### src/rtl/fmt_pkg.sv
// Shared constants and state encoding for the product formatter.
// Build option: FMT_ZERO_BLANK_EN (leading-zero blanking), consumed by product_formatter.
package fmt_pkg;

    typedef enum logic [1:0] {
        ST_IDLE = 2'd0,
        ST_EMIT = 2'd1,
        ST_DONE = 2'd2
    } state_t;

    localparam logic [7:0] ASCII_0  = 8'h30;
    localparam logic [7:0] ASCII_A  = 8'h41;
    localparam logic [7:0] ASCII_SP = 8'h20;

    localparam int         DEF_DATA_W    = 33;
    localparam int         DEF_NDIGITS   = 9;
    localparam logic [4:0] DEF_BASE_ADDR = 5'd16;

endpackage

### src/rtl/hex_to_ascii.sv
// Combinational nibble to uppercase ASCII hex character.
module hex_to_ascii
    import fmt_pkg::*;
(
    input  logic [3:0] nibble,
    output logic [7:0] ascii
);

    always_comb begin
        if (nibble < 4'd10) begin
            ascii = ASCII_0 + {4'h0, nibble};
        end else begin
            ascii = ASCII_A + {4'h0, nibble} - 8'd10;
        end
    end

endmodule

### src/rtl/product_formatter.sv
// Captures a product on the rising edge of product_set and streams it as ASCII hex to the LCD driver.
// Build option: define FMT_ZERO_BLANK_EN to print leading zero digits as spaces.
module product_formatter
    import fmt_pkg::*;
#(
    parameter int         DATA_W    = DEF_DATA_W,
    parameter int         NDIGITS   = DEF_NDIGITS,
    parameter logic [4:0] BASE_ADDR = DEF_BASE_ADDR
) (
    input  logic              clk,
    input  logic              rst,
    input  logic [DATA_W-1:0] product,
    input  logic              product_set,
    output logic [7:0]        char_data,
    output logic [4:0]        char_addr,
    output logic              char_valid,
    input  logic              char_ready,
    output logic              busy,
    output logic              done,
    output logic              overrun
);

    localparam int BUF_W = 4 * NDIGITS;
    localparam int CNT_W = $clog2(NDIGITS + 1);
    localparam logic [CNT_W-1:0] LAST_IDX = CNT_W'(NDIGITS - 1);

    state_t           st_q, st_d;
    logic             set_q, set_d;
    logic [BUF_W-1:0] buffer_q, buffer_d;
    logic [CNT_W-1:0] cnt_q, cnt_d;
    logic [7:0]       char_data_q, char_data_d;
    logic [4:0]       char_addr_q, char_addr_d;
    logic             char_valid_q, char_valid_d;
    logic             busy_q, busy_d;
    logic             done_q, done_d;
    logic             overrun_q, overrun_d;
`ifdef FMT_ZERO_BLANK_EN
    logic             lead_q, lead_d, lead_in;
`endif

    logic             rise;
    logic [BUF_W-1:0] cap_buf, shift_buf;
    logic [3:0]       nib;
    logic [7:0]       nib_ascii;
    logic [CNT_W-1:0] idx_next;
    logic             blank;

    // The digit being loaded next: top nibble of the fresh capture, or of the shifted buffer.
    always_comb begin
        cap_buf   = BUF_W'(product);
        shift_buf = buffer_q << 4;
        nib       = (st_q == ST_IDLE) ? cap_buf[BUF_W-1 -: 4] : shift_buf[BUF_W-1 -: 4];
        idx_next  = (st_q == ST_IDLE) ? '0 : cnt_q + CNT_W'(1);
    end

    hex_to_ascii u_hex (
        .nibble (nib),
        .ascii  (nib_ascii)
    );

    always_comb begin
`ifdef FMT_ZERO_BLANK_EN
        lead_in = (st_q == ST_IDLE) ? 1'b1 : lead_q;
        blank   = lead_in && (nib == 4'h0) && (idx_next != LAST_IDX);
`else
        blank   = 1'b0;
`endif
    end

    always_comb begin
        set_d        = product_set;
        rise         = product_set & ~set_q;
        st_d         = st_q;
        buffer_d     = buffer_q;
        cnt_d        = cnt_q;
        char_data_d  = char_data_q;
        char_addr_d  = char_addr_q;
        char_valid_d = char_valid_q;
        busy_d       = busy_q;
        done_d       = 1'b0;
        overrun_d    = overrun_q | (rise & (st_q != ST_IDLE));
`ifdef FMT_ZERO_BLANK_EN
        lead_d       = lead_q;
`endif
        case (st_q)
            ST_IDLE: begin
                if (rise) begin
                    buffer_d     = cap_buf;
                    cnt_d        = '0;
                    char_data_d  = blank ? ASCII_SP : nib_ascii;
                    char_addr_d  = BASE_ADDR;
                    char_valid_d = 1'b1;
                    busy_d       = 1'b1;
                    st_d         = ST_EMIT;
`ifdef FMT_ZERO_BLANK_EN
                    lead_d       = blank;
`endif
                end
            end
            ST_EMIT: begin
                if (char_valid_q && char_ready) begin
                    buffer_d    = shift_buf;
                    cnt_d       = idx_next;
                    char_data_d = blank ? ASCII_SP : nib_ascii;
                    char_addr_d = BASE_ADDR + 5'(idx_next);
`ifdef FMT_ZERO_BLANK_EN
                    lead_d      = blank;
`endif
                    if (cnt_q == LAST_IDX) begin
                        char_valid_d = 1'b0;
                        char_data_d  = ASCII_SP;
                        char_addr_d  = BASE_ADDR;
                        done_d       = 1'b1;
                        st_d         = ST_DONE;
                    end
                end
            end
            ST_DONE: begin
                busy_d = 1'b0;
                st_d   = ST_IDLE;
            end
            default: st_d = ST_IDLE;
        endcase
    end

    always_ff @(posedge clk or negedge rst) begin
        if (!rst) begin
            st_q         <= ST_IDLE;
            set_q        <= 1'b0;
            buffer_q     <= '0;
            cnt_q        <= '0;
            char_data_q  <= ASCII_SP;
            char_addr_q  <= BASE_ADDR;
            char_valid_q <= 1'b0;
            busy_q       <= 1'b0;
            done_q       <= 1'b0;
            overrun_q    <= 1'b0;
`ifdef FMT_ZERO_BLANK_EN
            lead_q       <= 1'b0;
`endif
        end else begin
            st_q         <= st_d;
            set_q        <= set_d;
            buffer_q     <= buffer_d;
            cnt_q        <= cnt_d;
            char_data_q  <= char_data_d;
            char_addr_q  <= char_addr_d;
            char_valid_q <= char_valid_d;
            busy_q       <= busy_d;
            done_q       <= done_d;
            overrun_q    <= overrun_d;
`ifdef FMT_ZERO_BLANK_EN
            lead_q       <= lead_d;
`endif
        end
    end

    assign char_data  = char_data_q;
    assign char_addr  = char_addr_q;
    assign char_valid = char_valid_q;
    assign busy       = busy_q;
    assign done       = done_q;
    assign overrun    = overrun_q;

endmodule
### config.mk
export PLATFORM = sky130hd
export DESIGN_NAME = product_formatter
export DESIGN_NICKNAME = d
export VERILOG_FILES = /design/src/rtl/fmt_pkg.sv /design/src/rtl/hex_to_ascii.sv /design/src/rtl/product_formatter.sv
export SDC_FILE = /design/constraint.sdc
export NUM_CORES = 1
export LEC_CHECK = 0
export CORE_MARGIN = 3
export CORE_UTILIZATION = 56
export CTS_BUF_LIST = sky130_fd_sc_hd__clkbuf_8
export CTS_CLUSTER_SIZE = 30
export DETAILED_ROUTE_END_ITERATION = 7
export PLACE_DENSITY = 0.87
export SYNTH_ARGS = -nofsm -noshare
export SYNTH_HDL_FRONTEND = slang
export SYNTH_SLANG_ARGS = --single-unit
### constraint.sdc
create_clock -name clk -period 2.6 [get_ports clk]
set_input_delay 0.39 -clock clk [delete_from_list [all_inputs] [get_ports clk]]
set_output_delay 0.39 -clock clk [all_outputs]
set_load 0.05 [all_outputs]
## Yosys cells after proc, flatten, opt, wreduce, memory -nomap -nowiden

Index checks and enable logic that the tools add are counted.

- Equality and inequality tests: 6
- Add/subtract/negate cells: 5
- Muxes and demuxes: 29
- Bitwise operators: 4
- Order comparisons: 1
- Reductions and logical operators: 9

Operators by type and width:

| cell | count |
|---|---|
| $mux 32 | 2 |
| $pmux 32 s2 | 1 |
| $mux 8 | 4 |
| $mux 4 | 4 |
| $pmux 8 s2 | 1 |
| $mux 5 | 3 |
| $pmux 5 s2 | 1 |
| $add 7x4->8 const A | 1 |
| $pmux 4 s2 | 1 |
| $sub 8x4->8 const B | 1 |
| $add 6x4->7 const A | 1 |
| $mux 1 | 6 |
| $mux 2 | 3 |
| $ne 2x2->1 const B | 3 |
| $reduce_and 3->1 | 2 |
| $reduce_bool 2->1 | 3 |
| $add 5x4->5 const A | 1 |
| $add 4x1->4 const B | 1 |
| $eq 4x4->1 const B | 1 |
| $lt 4x4->1 const B | 1 |
| $pmux 1 s2 | 2 |
| $pmux 2 s2 | 1 |
| $reduce_and 4->1 | 1 |
| $and 1x1->1 | 2 |
| 7 further kinds | 7 |

- Input bits: 37
- Register bits: 56
- Output and inout bits: 17
- Logic and storage cells: 64

## Longest topological paths before layout

Gate-level depths: netlist of run 1.

- Word-level depth: 8
- Gate-level depth with buffers: 8
- Mapped depth without buffers: 7

## Hierarchy

Synthesis of run 1 repeated with hierarchy kept, for this count alone.

- Cells, all modules: 239
- Area, all modules: 2676.3 um2

By module, submodules not included:

| module | sequential area each (um2) | instances | cells an instance | area an instance (um2) |
|---|---|---|---|---|
| product_formatter | 1377.6 | 1 | 223 | 2571.2 |
| hex_to_ascii | 0.0 | 1 | 16 | 105.1 |

## Worst setup path after synthesis of run 1

Ideal clock, no wire load.

- Path kind: register to register
- From: register st_q[0]
- To: register char_data_q[1] (netlist: char_data[1])
- Library setup time: 0.065 ns
- Cell stages (with the launch flop): 7
- Setup slack: 0.920 ns
- Required time: 2.535 ns
- Clock period less this slack: 1.680 ns
- Buffers on the path: 1
- Arrival: 1.615 ns
- Cells stage by stage: dfrtp_1 > buf_2 > nor2_1 > mux2i_1 > ha_1 > a2111oi_4 > a21o_1

- Cells in the longest elaborated chain, start to end: 8
- Elaborated cells on any way between the ends: 16
- Classes of those cells: add/sub (3); order compare (1); eq/ne (3); mux (6); reduce/logical (3)

Ends and longest elaborated chain:

| item | RTL line | text |
|---|---|---|
| start: declaration | product_formatter.sv:27 | `state_t st_q, st_d;` |
| start signal: assignment | product_formatter.sv:142 | `st_q <= st_d;` |
| $logic_not 2->1 | product_formatter.sv:52, product_formatter.sv:85 |  |
| $mux 4 | product_formatter.sv:52 | `nib = (st_q == ST_IDLE) ? cap_buf[BUF_W-1 -: 4] : shift_buf[BUF_W-1 -: 4];` |
| $add 7x4->8 | hex_to_ascii.sv:13 | `ascii = ASCII_A + {4'h0, nibble} - 8'd10;` |
| $sub 8x4->8 | hex_to_ascii.sv:13 |  |
| $mux 8 | hex_to_ascii.sv:10 | `if (nibble < 4'd10) begin` |
| $mux 8 | product_formatter.sv:109 | `if (cnt_q == LAST_IDX) begin` |
| $mux 8 | product_formatter.sv:101 | `if (char_valid_q && char_ready) begin` |
| $pmux 8 s2 | product_formatter.sv:85 | `case (st_q)` |
| end signal: assignment | product_formatter.sv:146 | `char_data_q <= char_data_d;` |
| end: declaration | product_formatter.sv:31 | `logic [7:0] char_data_q, char_data_d;` |

Parallel ways exist; a longest one is shown, timed or not. The select of a mux whose other input is x is not followed.
A chain may end at the register's enable or synchronous reset.

## Worst setup path in the final report of run 1

- From: register char_data_q[5] (netlist: char_data[5])
- To: output port char_data[5]

RTL lines:

| item | RTL line | text |
|---|---|---|
| end: declaration | product_formatter.sv:14 | `output logic [7:0] char_data,` |

No word-level cell between the ends.

==> run metrics, run 1 <==
Sum Neg Setup Slack 0 ps; Final HPWL DP about 3400 um; IO buf count between 50 and 60; Synth warnings 0; FFs w/ async S/R, synth 100%; Top delay family on crit path buffers and inverters; Slew Viols, Final 0; Synth Area per Inst just over 10 um2; deepest clock path buffer count 2; final hold violations 0; Synth area leader dfrtp_1; total gr overflow 0; Area contributors post-synth dfrtp_1, mux2i_1, o21ai_0; Worst-path clk slew 100 ps; Vias/cell 5.56; cts-stage hold buffer count 0; GPL Wtd Cong a little under 0.8; slowest CP cell clkdlybuf4s50_1; Worst Skew roughly 14 ps; CP required 2210 ps; Via Count 1890; Synth Area in XOR/XNOR approximately 1.0%; Compound-Gate Fraction of Synth Area approximately 15%; sequential area share after synthesis 53.6%; final period utilization between 70% and 80%; vias in the first global route about 1800; MaxCap Viol Count 0; Die Area about 5300 um2; R2R Path Start st_q[0]; crit path max fanout 2; crit-path max cell delay a little under 800 ps; Pleak roughly 1.5 nW; Detail Route Antenna Nets 0; share of cells above drive strength 1 under 10%; # diodes 0; Max Freq 493 MHz; CP Launch Point char_data[5]; simple logic cell fraction of the synthesized area a little under an eighth; Post-CTS Setup Inserts 0; Initial Util 60.4%; htree depth 2; Power Density approximately 1100 nW/um2; RSZ-0062 raised after global routing false; status complete, no violations; top-count cell post-synth dfrtp_1; Routed WL ~4900 um; routed len/inst about 14 um; Setup violations, final 0; Post-synth top cells dfrtp_1, nand2_1, o21ai_0; Layout Nets roughly 330; Worst Max-Slew Pin Slew approximately 670 ps; # IOs 54; DRC errors left 0; chip width approximately 73 um; CORE AREA 4170 um2; CTS tree done; Netlist cell types 32; Die Y roughly 73 um; # rows 23; worst min-delay path class primary input to asynchronous set/reset pin; Post-Syn Nets roughly 280; crit path launch type flop; GRT Resource Usage Total roughly a fifth; flop and latch count out of synthesis 54; largest family of logic cells by synthesized area compound AO/OA/AOI/OAI gates; VDD IR-drop max just over 0.5 mV; sequence of cells on the critical path clkdlybuf4s50_1; share of the synthesized area in the top cell type roughly 53%; initial antenna violation count 0; Max-slew headroom between 50% and 60%; min Tclk post-route between 2000 and 2500 ps; first-pass GRT wire length 7970 um; post-CTS resize count 0; Area growth syn-to-layout 24.0%; arrival time at the worst endpoint 1640 ps; Synth Cell Area between 2000 and 3000 um2; clock latency on the worst-skew pair between 300 and 400 ps; Top FF cell, synth dfrtp_1; Worst setup EP type output pin; Crit Path Class flop to output pin; Root Buffer Master clkbuf_8; crit path buf inv count 1; largest net degree at the start of global routing 55; CTS buffer count 5; WHS 181 ps; clk sinks between 50 and 60; Adder-Cell Fraction of Synth Area 1.49%; Pre-antenna DRT Iters 4; Post-synth EDFFs 0; Initial DRC Count 182; post-synthesis cell count approximately 240; post-synthesis mux area share 11.5%
[placed cells by master (no fill, tap or decap), types with 2 or more instances in the layout]
cell type and count:
nand2_1 44, nand2b_1 2, dfrtp_1 53, buf_4 3, o21ai_0 37, a22o_1 5, nor2b_1 2, clkbuf_8 6
nor3_1 2, nand3b_1 2, inv_1 5, ha_1 3, xnor2_1 3, o31ai_1 5, a21oi_1 5, o21ai_1 4
nor2_1 7, clkdlybuf4s50_1 50, nand3_1 6, mux2i_1 29, conb_1 2
[routing by layer]
metal	up-vias	share of wire, %	track usage, %
met1	889	45	24.2
met2	57	48	31.8
li1	936	-	-
met4	0	1.2	6.15
met3	8	6.3	4.82
met5	-	0	0
[report_power, final]
| part | switching (W) | internal [W] | total, W |
|---|---|---|---|
| Combinational | 0.000951 | 0.000644 | 0.00159 |
| Sequential | 0.000228 | 0.00114 | 0.00137 |
| Clock | 0.000261 | 0.000212 | 0.000472 |
[cells by family after synthesis]
kind of cell	after synthesis
adder cells (fa/ha/maj)	3
flip-flops	54
buffers and inverters	20
AO/OA/AOI/OAI	63
AND/OR/NAND/NOR	69
XOR/XNOR	3
multiplexers	29
other	2
[area by class of cell]
class / instances / area, um2
Fill cell: 311 / 1050
Clock buffer: 6 / 82.6
Tap cell: 50 / 62.6
Sequential cell: 54 / 1350
Timing Repair Buffer: 55 / 548
Inverter: 4 / 15.0
Multi-Input combinational cell: 169 / 1060
Clock inverter: 2 / 8.76
[registers in the layout (all words and copies together), names as in the netlist]
signal	count
cnt_q	4
char_valid	1
busy	1
done	1
char_addr	4
buffer_q	32
overrun	1
set_q	1
st_q	2
char_data	7
[path summary, 6_finish.rpt]
path / to / slack (ps) / cells after the start
setup / recovery: char_data[5] / 570 / 1
hold / removal: busy / 180 / 2
setup reg to reg: buffer_q[2] / 610 / 4
hold reg to reg: char_data[5] / 460 / 2
max in group asynchronous: buffer_q[9] / 1970 / 2
min in group clk: char_data[5] / 460 / 2
[metrics by stage]
step / instances / utilization (%) / power (W) / setup slack [ps] / instance area [um2]
CTS: 340 / 74.9 / 0.00346 / 563 / 3130
global route: 340 / 74.9 / 0.00368 / 506 / 3130
finish: 340 / 74.9 / 0.00343 / 573 / 3130
detailed placement: 332 / 72.7 / 0.00298 / 324 / 3040
floorplan: 243 / - / 0.00257 / 920 / 2520
global placement: 332 / 72.7 / 0.00291 / 356 / 3040
Note: power is estimated with default switching activity, not from simulation.
==> run 2, diff against run 1 <==
--- a/config.mk
+++ b/config.mk
@@ -6,11 +6,11 @@
 export NUM_CORES = 1
 export LEC_CHECK = 0
 export CORE_MARGIN = 3
-export CORE_UTILIZATION = 56
+export CORE_UTILIZATION = 52
 export CTS_BUF_LIST = sky130_fd_sc_hd__clkbuf_8
 export CTS_CLUSTER_SIZE = 30
 export DETAILED_ROUTE_END_ITERATION = 7
-export PLACE_DENSITY = 0.87
+export PLACE_DENSITY = 0.81
 export SYNTH_ARGS = -nofsm -noshare
 export SYNTH_HDL_FRONTEND = slang
 export SYNTH_SLANG_ARGS = --single-unit
==> constraint.sdc (replaced) <==
create_clock -name clk -period 1.9 [get_ports clk]
set_input_delay 0.285 -clock clk [delete_from_list [all_inputs] [get_ports clk]]
set_output_delay 0.285 -clock clk [all_outputs]
set_load 0.05 [all_outputs]
==> run 2 against run 1 <==
  * Worst setup slack got worse by 450 ps
  * Non-clock buffer count rose by 12
  * Clock skew fell by 7.4 ps
  * Cell count rose by 4.1%
  * Design area rose by 3.9%
  * Via count rose by 0.11%
  * Die area rose by 7.0%
  * Core utilization fell by 2.8 points
  * Combinational power rose by 51%
  * Register-to-register slack got worse by 400 ps
  * Clock power rose by 27%
==> run metrics, run 2 (same netlist as run 1, synthesis figures left out) <==
Via Count 1892; Crit Path Class flop to output pin; clock latency on the worst-skew pair around 300 ps; clk sinks 54; final period utilization roughly 93%; Seq pwr share a little under two fifths; slowest CP cell clkdlybuf4s50_1; worst min-delay path class flop to flop; Psw roughly 0.002 W; min Tclk post-route about 1800 ps; Post-CTS Setup Inserts 0; chip width 75.6 um; # rows 24; VDD IR-drop max ~0.67 mV; Detail Route Antenna Nets 0; vias in the first global route between 1500 and 2000; total gr overflow 0; htree depth 2; P_int between 0.002 and 0.003 W; Power Density approximately 1500 nW/um2; sequence of cells on the critical path clkdlybuf4s50_1; Initial Util a little under three fifths; commonest non-fill, non-tap cell in the layout dfrtp_1; crit path buf inv count 1; max reg flops 32; status complete, no violations; CTS tree done; Final Util between 70 and 80%; Pleak around 1.6 nW; deepest clock path buffer count 2; Vias/cell 5.34; DRC errors left 0; CORE AREA about 4500 um2; Worst Max-Slew Pin Slew approximately 520 ps; Root Buffer Master clkbuf_8; Initial DRC Count 88; crit-path max cell delay roughly 800 ps; most frequent cells in the layout dfrtp_1, clkdlybuf4s50_1, nand2_1; Routed WL 4970 um; arrival time at the worst endpoint between 1000 and 1500 ps; Top delay family on crit path buffers and inverters; Max Freq 563 MHz; Worst Skew 6.62 ps; first-pass GRT wire length roughly 8300 um; # diodes 0; initial antenna violation count 0; Pre-antenna DRT Iters 4; MaxCap Viol Count 0; Die Y about 76 um; crit path launch type flop; Worst-path clk slew 90 ps; share of cells above drive strength 1 about 8.6%; Setup violations, final 0; sw frac between 40% and 50%; # IOs 54; crit path max fanout 2; Comb pwr share between 40% and 50%; Die Area around 5700 um2; CTS buffer count 5; CP required between 1500 and 2000 ps; RSZ-0062 raised after global routing false; largest net degree at the start of global routing 28; routed len/inst between 10 and 15 um; largest register by flop count buffer_q; Slew Viols, Final 0; Layout Nets approximately 340; GPL Wtd Cong roughly 0.83; Sum Neg Setup Slack 0 ps; Max-slew headroom 65.2%; Final HPWL DP roughly 3700 um; final hold violations 0; clock share of power between 10% and 20%; Area growth syn-to-layout 28.8%; GRT Resource Usage Total a little under a fifth; Worst setup EP type output pin; IO buf count just over 50
run 2: power by group through the flow:
| stage | combinational, W | clock [W] | sequential (W) |
|---|---|---|---|
| floorplan | 0.00137 | 0 | 0.00214 |
| global placement | 0.00235 | 0 | 0.00185 |
| detailed placement | 0.00241 | 0 | 0.00186 |
| CTS | 0.00243 | 0.000617 | 0.00184 |
| global route | 0.00263 | 0.000650 | 0.00190 |
| finish | 0.00240 | 0.000601 | 0.00183 |
run 2: cell type report:
type / count / area (um2)
flip-flops and latches: 54 / 1350
fillers: 341 / 1260
multi-input cells: 169 / 1060
repair buffers: 67 / 678
clock buffers: 5 / 68.8
well taps: 52 / 65.1
inverters: 4 / 15.0
clock inverters: 3 / 11.3
run 2: stage by stage:
step	std cells	hold WS, ps	cell area (um2)	worst slack, ps	total power [W]
finish	354	465	3250	125	0.00483
global route	354	488	3250	64.7	0.00518
CTS	354	469	3250	46.3	0.00488
detailed placement	345	293	3160	-144	0.00427
global placement	345	283	3160	-94.1	0.00420
floorplan	243	-10.6	2520	220	0.00351
run 2: final timing paths:
kind	start	endpoint	slack (ps)	cells past startpoint
max	char_data[1]	char_data[1]	120	1
min	char_data[5]	char_data[5]	470	2
max reg2reg	cnt_q[0]	char_data[3]	210	6
min reg2reg	char_data[5]	char_data[5]	470	2
max in group asynchronous	rst	buffer_q[9]	760	3
min in group asynchronous	rst	char_data[6]	480	2
run 2: worst min-delay path, stage by stage (launching register included):
cell and delay [ps]:
dfstp_2 380, nand2_1 40, nand2_1 50
run 2: per-layer routing:
layer	share of wire, %	track usage, %
met3	5.2	3.56
met5	0	0
met1	45	24.6
met2	49	32.2
met4	1.2	5.83
run 2: repair_timing:
item	CTS	global route
hold buffers	1	0
endpoints found under the setup margin	0	1
resized for setup	0	1
hold endpoints to repair	21	0
==> run 3, diff against run 2 <==
--- a/config.mk
+++ b/config.mk
@@ -5,12 +5,14 @@
 export SDC_FILE = /design/constraint.sdc
 export NUM_CORES = 1
 export LEC_CHECK = 0
+export CELL_PAD_IN_SITES_DETAIL_PLACEMENT = 1
+export CELL_PAD_IN_SITES_GLOBAL_PLACEMENT = 1
 export CORE_MARGIN = 3
-export CORE_UTILIZATION = 52
+export CORE_UTILIZATION = 40
 export CTS_BUF_LIST = sky130_fd_sc_hd__clkbuf_8
 export CTS_CLUSTER_SIZE = 30
 export DETAILED_ROUTE_END_ITERATION = 7
-export PLACE_DENSITY = 0.81
+export PLACE_DENSITY_LB_ADDON = 0.1
 export SYNTH_ARGS = -nofsm -noshare
 export SYNTH_HDL_FRONTEND = slang
 export SYNTH_SLANG_ARGS = --single-unit
==> run 3 against run 2 <==
  * Combinational power is essentially flat
  * Sequential cell count is the same
  * Critical path depth is the same
  * Worst setup slack lost 11 ps
  * Register-to-register slack lost 70 ps
  * Hold slack lost 6.6 ps
  * Clock skew grew 6.0 ps
  * Global-route usage shrank 2.4 points
  * Critical path type unchanged
  * Critical endpoint is now overrun
==> run metrics, run 3 (same netlist as run 1, synthesis figures left out) <==
status complete, no violations; CTS buffer count 5; CP required approximately 1600 ps; VDD IR-drop max ~0.67 mV; final hold violations 0; Max Freq between 500 and 600 MHz; crit-path max cell delay roughly 810 ps; min Tclk post-route between 1500 and 2000 ps; Layout Nets between 300 and 400; Max-slew headroom between 60 and 70%; # diodes 0; # IOs 54; final period utilization 94.0%; htree depth 2; arrival time at the worst endpoint 1500 ps; Worst Skew approximately 13 ps; clock latency on the worst-skew pair ~300 ps; Final HPWL DP about 4100 um; GPL Wtd Cong about 0.75; share of cells above drive strength 1 roughly a tenth; total gr overflow 0; worst min-delay path class primary input to asynchronous set/reset pin; multi-input logic area 1060 um2; Worst-path clk slew 100 ps; crit path buf inv count 1; Pleak roughly 1.6 nW; Vias/cell between 5 and 6; Initial DRC Count slightly below 90; Top delay family on crit path buffers and inverters; CORE AREA around 6000 um2; Pre-antenna DRT Iters 4; Fill cells between 600 and 700; crit path launch type flop; Via Count a little under 2000; final instance area 3280 um2; Initial Util 41.9%; dpl cells 367; Power Density approximately 1500 nW/um2; Slew Viols, Final 0; IO buf count 51; GRT Resource Usage Total between 15 and 20%; P_int ~0.0028 W; Detail Route Antenna Nets 0; crit path max fanout 2; Seq pwr share 37.8%; MaxCap Viol Count 0; DRC errors left 0; slowest CP cell clkdlybuf4s50_1; Area growth syn-to-layout 30.1%; sw frac between 40% and 50%; Worst Max-Slew Pin Slew around 520 ps; Root Buffer Master clkbuf_8; Sum Neg Setup Slack 0 ps; largest net degree at the start of global routing a little over 60; Routed WL around 5600 um; clock share of power 13.0%; deepest clock path buffer count 2; Die Area 7290 um2; Psw about 0.0021 W; routed len/inst around 15 um; Area after DPL ~3200 um2; max reg flops 32; chip width between 80 and 90 um; vias in the first global route 2032; Worst setup EP type output pin; Layout Cells excl Fill roughly 380; Setup violations, final 0; commonest non-fill, non-tap cell in the layout dfrtp_1; # rows 28; initial antenna violation count 0; CTS tree done; Reg area between 1000 and 1500 um2; Die Y 85.4 um; largest register by flop count buffer_q; Post-CTS Setup Inserts 0; clk sinks between 50 and 60; most frequent cells in the layout dfrtp_1, clkdlybuf4s50_1, nand2_1; Crit Path Class flop to output pin; Comb pwr share 49.2%; first-pass GRT wire length roughly 9700 um; sequence of cells on the critical path clkdlybuf4s50_1; RSZ-0062 raised after global routing false; Worst R2R Path Depth 4; CP Depth 1
==> run 3: cell types whose count changed in the layout (fill, tap and decap cells not counted) <==
cell / delta
inv_1: -2
nor2_1: -1
clkinv_4: +1
mux2i_1: -1
buf_4: -1
nor2_2: +1
mux2i_2: +1
clkinv_2: +1
==> run 3: timing repair <==
action	in CTS	in global routing
endpoints found under the setup margin	0	4
hold buffers	1	0
gates resized for setup	0	3
hold endpoints to repair	18	0
==> run 3: path summary, 6_finish.rpt <==
check / to / slack [ps] / start
worst min-delay path: char_data[6] / 460 / rst
min in group clk: char_data[5] / 490 / char_data[5]
worst max register to register: buffer_q[3] / 140 / st_q[0]
worst max-delay path: overrun / 110 / overrun
max in group asynchronous: buffer_q[2] / 880 / rst
worst min register to register: char_data[5] / 490 / char_data[5]
==> run 3: cell type report <==
type / count / area share (%)
multi-input combinational: 169 / 32.4
clock inverter: 3 / 0.534
tap: 75 / 2.86
timing repair buffer: 66 / 20.4
inverter: 4 / 0.457
clock buffer: 5 / 2.10
sequential: 54 / 41.2
==> run 3: power by group through the flow <==
stage	sequential, W	combinational (W)	clock [W]
3_3_place_gp	0.00185	0.00235	0
4_1_cts	0.00185	0.00244	0.000663
3_5_place_dp	0.00187	0.00241	0
5_1_grt	0.00191	0.00264	0.000707
6_report	0.00184	0.00240	0.000635
2_1_floorplan	0.00214	0.00137	0
==> run 3: through the flow <==
stage | hold WS (ps) | util [%] | total power (W) | worst slack (ps)
after global routing | 506 | 54.5 | 0.00526 | 47.7
after detailed placement | 279 | 52.7 | 0.00428 | -130
final | 459 | 54.5 | 0.00487 | 113
after floorplan | -10.6 | - | 0.00351 | 220
after CTS | 471 | 54.3 | 0.00495 | 18.2
after global placement | 282 | 52.7 | 0.00420 | -84.7
==> run 3: per-layer routing <==
layer  global-route usage, %  part of all wire [%]  up-vias
li1                        -                     -      948
met1                    21.8                    46      959
met2                    28.4                    50       36
met3                    3.11                   3.4        2
met4                    3.45                  0.30        0
met5                       0                     0        -
